===== config.mk =====
export PLATFORM = sky130hd
export DESIGN_NAME = bus_arbiter
export DESIGN_NICKNAME = d
export VERILOG_FILES = /design/src/rtl/bus_pkg.sv /design/src/rtl/bus_arbiter_rr_pick.sv /design/src/rtl/bus_arbiter.sv
export SDC_FILE = /design/constraint.sdc
export NUM_CORES = 1
export LEC_CHECK = 0
export CAP_MARGIN = 0
export CORE_UTILIZATION = 34
export DETAILED_ROUTE_END_ITERATION = 16
export GPL_ROUTABILITY_DRIVEN = 0
export PLACE_DENSITY = 0.83
export SLEW_MARGIN = 20
export SYNTH_ARGS = -nofsm -noshare
export SYNTH_HDL_FRONTEND = slang
export SYNTH_SLANG_ARGS = --single-unit

===== constraint.sdc =====
create_clock -name clk -period 2.13 [get_ports clk]
set_input_delay 0.426 -clock clk [delete_from_list [all_inputs] [get_ports clk]]
set_output_delay 0.426 -clock clk [all_outputs]
set_load 0.01 [all_outputs]

===== src/rtl/bus_pkg.sv =====
// Shared definitions for the system bus arbiter: default bus widths and the
// arbiter state encoding.
package bus_pkg;
  localparam int BUS_ADDR_W = 16;
  localparam int BUS_DATA_W = 8;

  typedef enum logic [1:0] {
    ARB_IDLE    = 2'd0,
    ARB_GRANT   = 2'd1,
    ARB_HANDOFF = 2'd2
  } arb_state_t;
endpackage


===== src/rtl/bus_arbiter_rr_pick.sv =====
// Combinational round-robin pick: first requester at or after i_ptr, wrapping.
module rr_pick
  import bus_pkg::*;
#(
  parameter int N  = 3,
  parameter int IW = 2
) (
  input  logic [N-1:0]  i_req,
  input  logic [IW-1:0] i_ptr,
  output logic [IW-1:0] o_idx,
  output logic          o_any
);

  int w_j;

  // Scan from the lowest priority down so the last hit is the highest priority.
  always_comb begin
    o_idx = '0;
    o_any = 1'b0;
    w_j   = 0;
    for (int k = N - 1; k >= 0; k--) begin
      w_j = int'(i_ptr) + k;
      if (w_j >= N) w_j = w_j - N;
      if (i_req[w_j]) begin
        o_idx = IW'(w_j);
        o_any = 1'b1;
      end
    end
  end

endmodule


===== src/rtl/bus_arbiter.sv =====
// Round-robin arbiter for the shared system bus: registered one-hot grant,
// owner mux onto the slave side, forced release after MAX_HOLD grant cycles.
module bus_arbiter
  import bus_pkg::*;
#(
  parameter int NUM_MASTERS = 3,
  parameter int ADDR_W      = BUS_ADDR_W,
  parameter int DATA_W      = BUS_DATA_W,
  parameter int MAX_HOLD    = 64
) (
  input  logic                          clk,
  input  logic                          rst_n,
  input  logic [NUM_MASTERS-1:0]        m_breq,
  output logic [NUM_MASTERS-1:0]        m_bgrant,
  input  logic [NUM_MASTERS*ADDR_W-1:0] m_addr,
  input  logic [NUM_MASTERS*DATA_W-1:0] m_wdata,
  input  logic [NUM_MASTERS-1:0]        m_mode,
  input  logic [NUM_MASTERS-1:0]        m_valid,
  output logic [NUM_MASTERS-1:0]        m_sl_valid,
  output logic [DATA_W-1:0]             m_rdata,
  output logic [ADDR_W-1:0]             s_addr,
  output logic [DATA_W-1:0]             s_wdata,
  output logic                          s_mode,
  output logic                          s_valid,
  input  logic [DATA_W-1:0]             s_rdata,
  input  logic                          s_done,
  output logic [$clog2(NUM_MASTERS)-1:0] owner_id,
  output logic                          bus_busy,
  output logic                          hold_timeout,
  output logic [1:0]                    o_dbg_state
);

  localparam int IW = $clog2(NUM_MASTERS);
  localparam int CW = $clog2(MAX_HOLD);

  localparam logic [1:0] S_IDLE    = ARB_IDLE;
  localparam logic [1:0] S_GRANT   = ARB_GRANT;
  localparam logic [1:0] S_HANDOFF = ARB_HANDOFF;

  logic [1:0]             r_state;
  logic [NUM_MASTERS-1:0] r_bgrant;
  logic [IW-1:0]          r_owner;
  logic [IW-1:0]          r_ptr;
  logic [CW-1:0]          r_hold;
  logic                   r_tmo;

  logic [IW-1:0]          w_pick;
  logic                   w_any;
  logic                   w_granted;
  logic                   w_owner_req;
  logic                   w_limit;
  logic                   w_release;
  logic [IW-1:0]          w_next_ptr;

  rr_pick #(
    .N  (NUM_MASTERS),
    .IW (IW)
  ) u_rr_pick (
    .i_req (m_breq),
    .i_ptr (r_ptr),
    .o_idx (w_pick),
    .o_any (w_any)
  );

  assign w_granted   = (r_state == S_GRANT);
  assign w_owner_req = m_breq[r_owner];
  assign w_limit     = (r_hold == CW'(MAX_HOLD - 1));
  assign w_release   = w_granted && (!w_owner_req || w_limit);
  assign w_next_ptr  = (r_owner == IW'(NUM_MASTERS - 1)) ? '0 : r_owner + IW'(1);

  // Every release, voluntary or forced, passes through one HANDOFF cycle.
  always_ff @(posedge clk) begin
    if (!rst_n) begin
      r_state  <= S_IDLE;
      r_bgrant <= '0;
      r_owner  <= '0;
      r_ptr    <= '0;
      r_hold   <= '0;
      r_tmo    <= 1'b0;
    end else begin
      r_tmo <= 1'b0;
      case (r_state)
        S_IDLE: begin
          if (w_any) begin
            r_state  <= S_GRANT;
            r_bgrant <= NUM_MASTERS'(1) << w_pick;
            r_owner  <= w_pick;
            r_hold   <= '0;
          end
        end
        S_GRANT: begin
          if (w_release) begin
            r_state  <= S_HANDOFF;
            r_bgrant <= '0;
            r_ptr    <= w_next_ptr;
            r_tmo    <= w_owner_req;
          end else begin
            r_hold <= r_hold + CW'(1);
          end
        end
        S_HANDOFF: r_state <= S_IDLE;
        default:   r_state <= S_IDLE;
      endcase
    end
  end

  // s_valid qualifies the owner's transfer; s_done completes it and is only
  // routed back to the owner while the grant is live.
  always_comb begin
    s_addr  = '0;
    s_wdata = '0;
    s_mode  = 1'b0;
    s_valid = 1'b0;
    if (w_granted) begin
      s_addr  = m_addr[int'(r_owner)*ADDR_W +: ADDR_W];
      s_wdata = m_wdata[int'(r_owner)*DATA_W +: DATA_W];
      s_mode  = m_mode[r_owner];
      s_valid = m_valid[r_owner];
    end
  end

  assign m_sl_valid   = (s_done && w_granted) ? r_bgrant : '0;
  assign m_rdata      = s_rdata;
  assign m_bgrant     = r_bgrant;
  assign owner_id     = r_owner;
  assign bus_busy     = w_granted;
  assign hold_timeout = r_tmo;
  assign o_dbg_state  = r_state;

endmodule


==> results <==
-- worst max-delay path by stage --
stage / cells past startpoint / endpoint / from / slack (ps)
floorplan: 8 / m_bgrant[2] / r_ptr[1] / 220
global placement: 6 / s_addr[12] / m_addr[12] / -70
detailed placement: 6 / o_dbg_state[0] / m_breq[2] / -120
CTS: 6 / s_mode / m_mode[2] / 0.6
global route: 5 / s_addr[11] / owner_id[0] / -60
finish: 5 / s_addr[11] / owner_id[0] / 10
-- cells in the final DEF, fill, tap and decap left out, types with 4 or more instances in the layout --
cell	count
inv_1	5
clkdlybuf4s50_1	96
nand2_1	9
nor2b_1	4
nand3b_1	5
dlygate4sd2_1	18
clkbuf_8	4
nor2_1	56
mux2i_1	28
a21oi_1	28
dfxtp_1	14
nand3_1	6
and3_1	5
buf_4	15
-- worst max-delay path: cells and delay by family (launching register included) --
family          cells  cell delay [ps]
flops               1              360
compound gates      1               80
simple gates        2              280
buf+inv             2              720
-- layer usage --
layer,routed length [um],vias up
met5,0,-
met1,2390,989
li1,-,1076
met3,360,10
met2,2990,89
met4,101,0
-- power by group --
part	internal (mW)	switching (mW)	total, mW
sequential	0.342	0.0407	0.382
clock	0.164	0.106	0.270
combinational	0.735	0.643	1.38
-- cell usage after synthesis (2+ instances only) --
| library cell | number | area [sq um] |
|---|---|---|
| nor2_1 | 56 | 210 |
| mux2i_1 | 30 | 300 |
| a21oi_1 | 28 | 140 |
| dfxtp_1 | 16 | 320 |
| clkbuf_1 | 9 | 33.8 |
| nand2_1 | 9 | 33.8 |
| buf_4 | 8 | 60.1 |
| nand3_1 | 6 | 30.0 |
| and3_1 | 5 | 31.3 |
| inv_1 | 5 | 18.8 |
| nand3b_1 | 5 | 37.5 |
| nor2b_1 | 5 | 31.3 |
| ha_1 | 4 | 50.1 |
| buf_2 | 3 | 15.0 |
| nand2b_1 | 3 | 18.8 |
| o211ai_1 | 3 | 22.5 |
| a211oi_2 | 2 | 25.0 |
| a21boi_1 | 2 | 15.0 |
| a21o_1 | 2 | 15.0 |
| and2_1 | 2 | 12.5 |
| mux2_4 | 2 | 30.0 |
| o21ai_1 | 2 | 10.0 |
| o22ai_1 | 2 | 12.5 |
| o31ai_1 | 2 | 15.0 |
| or4_1 | 2 | 15.0 |
-- per-stage QoR --
stage	util [%]	std cells	total power [mW]	instance area [sq um]
2_1_floorplan	-	236	1.12	1720
3_3_place_gp	63.7	419	1.73	3050
3_5_place_dp	63.7	419	1.76	3050
4_1_cts	65.1	424	2.01	3110
5_1_grt	65.7	425	2.17	3140
6_report	65.7	425	2.03	3140
-- logic make-up after synthesis --
group,count (synthesis),synth area share (%)
AO/OA/AOI/OAI,56,23.0
flip-flops,16,18.6
AND/OR/NAND/NOR,100,27.8
adder cells (fa/ha/maj),4,2.91
buffers and inverters,28,8.50
multiplexers,32,19.2
-- final cells by class --
cell class / count / area [sq um]
Inverter: 6 / 22.5
Sequential cell: 16 / 325
Fill cell: 398 / 1640
Tap cell: 67 / 83.8
Timing Repair Buffer: 140 / 1380
Clock buffer: 4 / 55.1
Multi-Input combinational cell: 192 / 1280
-- registers in the layout, indices dropped and copies added, names as in the netlist --
signal / flops
r_hold: 6
m_bgrant: 3
o_dbg_state: 2
owner_id: 2
r_ptr: 2
hold_timeout: 1
-- repair_timing --
action	CTS	global route
gates cloned	1	0
pin swaps	0	3
buffers inserted	0	1
endpoints found under the setup margin	26	18
gates resized for setup	25	17
==> impl_metrics.toml <==
[logic_synthesis]
synth_edf_count = 0
synth-seq-cells = 16
yosysSeqAreaShare_pct = 18.6
synth_cells = 236
syn_area_sq_um = 1720
yosysUniqueCellTypes = 48
synth_nets = 332
avgSynthCellArea_sq_um = 7.30
ys.flop_type = "dfxtp_1"
synthArstFlopShare_pct = 0
yosys_warnings = 0

[critical_path]
reg2reg_slack_ps = 100
r2r_start = "r_ptr[1]"
path_cells = "nor2b_2 > buf_12 > a21oi_1 > nor2_1 > clkdlybuf4s50_1"
crit_required_ps = 1700
worstPathArrival_ps = 1690
critPathSlowestCell = "clkdlybuf4s50_1"
reg2regPathDepth = 7
worstSetupPathType = "reg2out"
cp-end-kind = "output pin"
reg2reg_to = "o_dbg_state[0]"
crit_path_max_incr_delay_ps = 540
critPathMaxFanout = 27
start_kind = "register"

[timing]
setup_viol = 0
slew_violations = 0
tightest_slew_ps = 505
hold_violations = 0
hold_ws_ps = 497
fmax_mhz = 472
rsz0062_at_grt = "true"
period_minus_slack_ps = 2120
timing.slew.headroom_pct = 66.2
tns_ps = 0
setup_ws_ps = 10.4
finalCritPeriodShare_pct = 99.5
finalClockSkew_ps = 1.53

[floorplan]
io_pins = 138
die-area_sq_um = 5350
die_w_um = 73.2
die_h_um = 73.2
initial_utilization_pct = 36.0
row_count = 25
core_sq_um = 4790

[cells_and_area]
final_layout_size_suffix_gt1_share_pct = 12.8
syn_to_final_growth_pct = 82.6
antenna-diode-count = 0
fin_nets = 455

[detailed_routing]
vias = 2164
drc = 0
wire_per_inst_um = 13.7
viasPerCell = 5.09
first_pass_iters = 4
drt_iter0_drc = 104
finalWirelength_um = 5840
drtAntennaViolNets = 0

[hold_path]
holdCritPathClass = "reg2reg"
hold_end = "r_hold[3]"
min_path_cells = 2
min-delay-start = "r_hold[3]"

[clocking]
clk_pin_slew_worst_paths_ps = 60
root_buffer = "clkbuf_8"
cts_buffers = 3
cts_hold_buffers = 0
clock_latency_ps = 250
cts_tree = "done"
cts.htree.levels = 1
clk_path_buf_depth = 2
cts_num_sinks = 16

[placement]
dp_hpwl_um = 4650
dp_slack_ps = -116
port_buffers = 121

[global_routing]
grt_max_degree = 28
grt_use_met2_pct = 40.2
grt_pass1_vias = 2014
globalRouteOverflowTotal = 0
use_met3_pct = 4.28
grtUsageTotal_pct = 21.4
grt_first_pass_wirelength_um = 9050
grt.met1_usage_pct = 24.5
antenna_found_initial = 0
top_usage_layer = "met2"

[pwr]
power_density_nw_per_um2 = 646
irDropWorstVdd_v = 0.000374
leakagePower_nw = 1.31

[run]
maxCapViolCount = 0

[run_status]
status = "finished, final reports clean"
(Power assumes the default switching activity.)
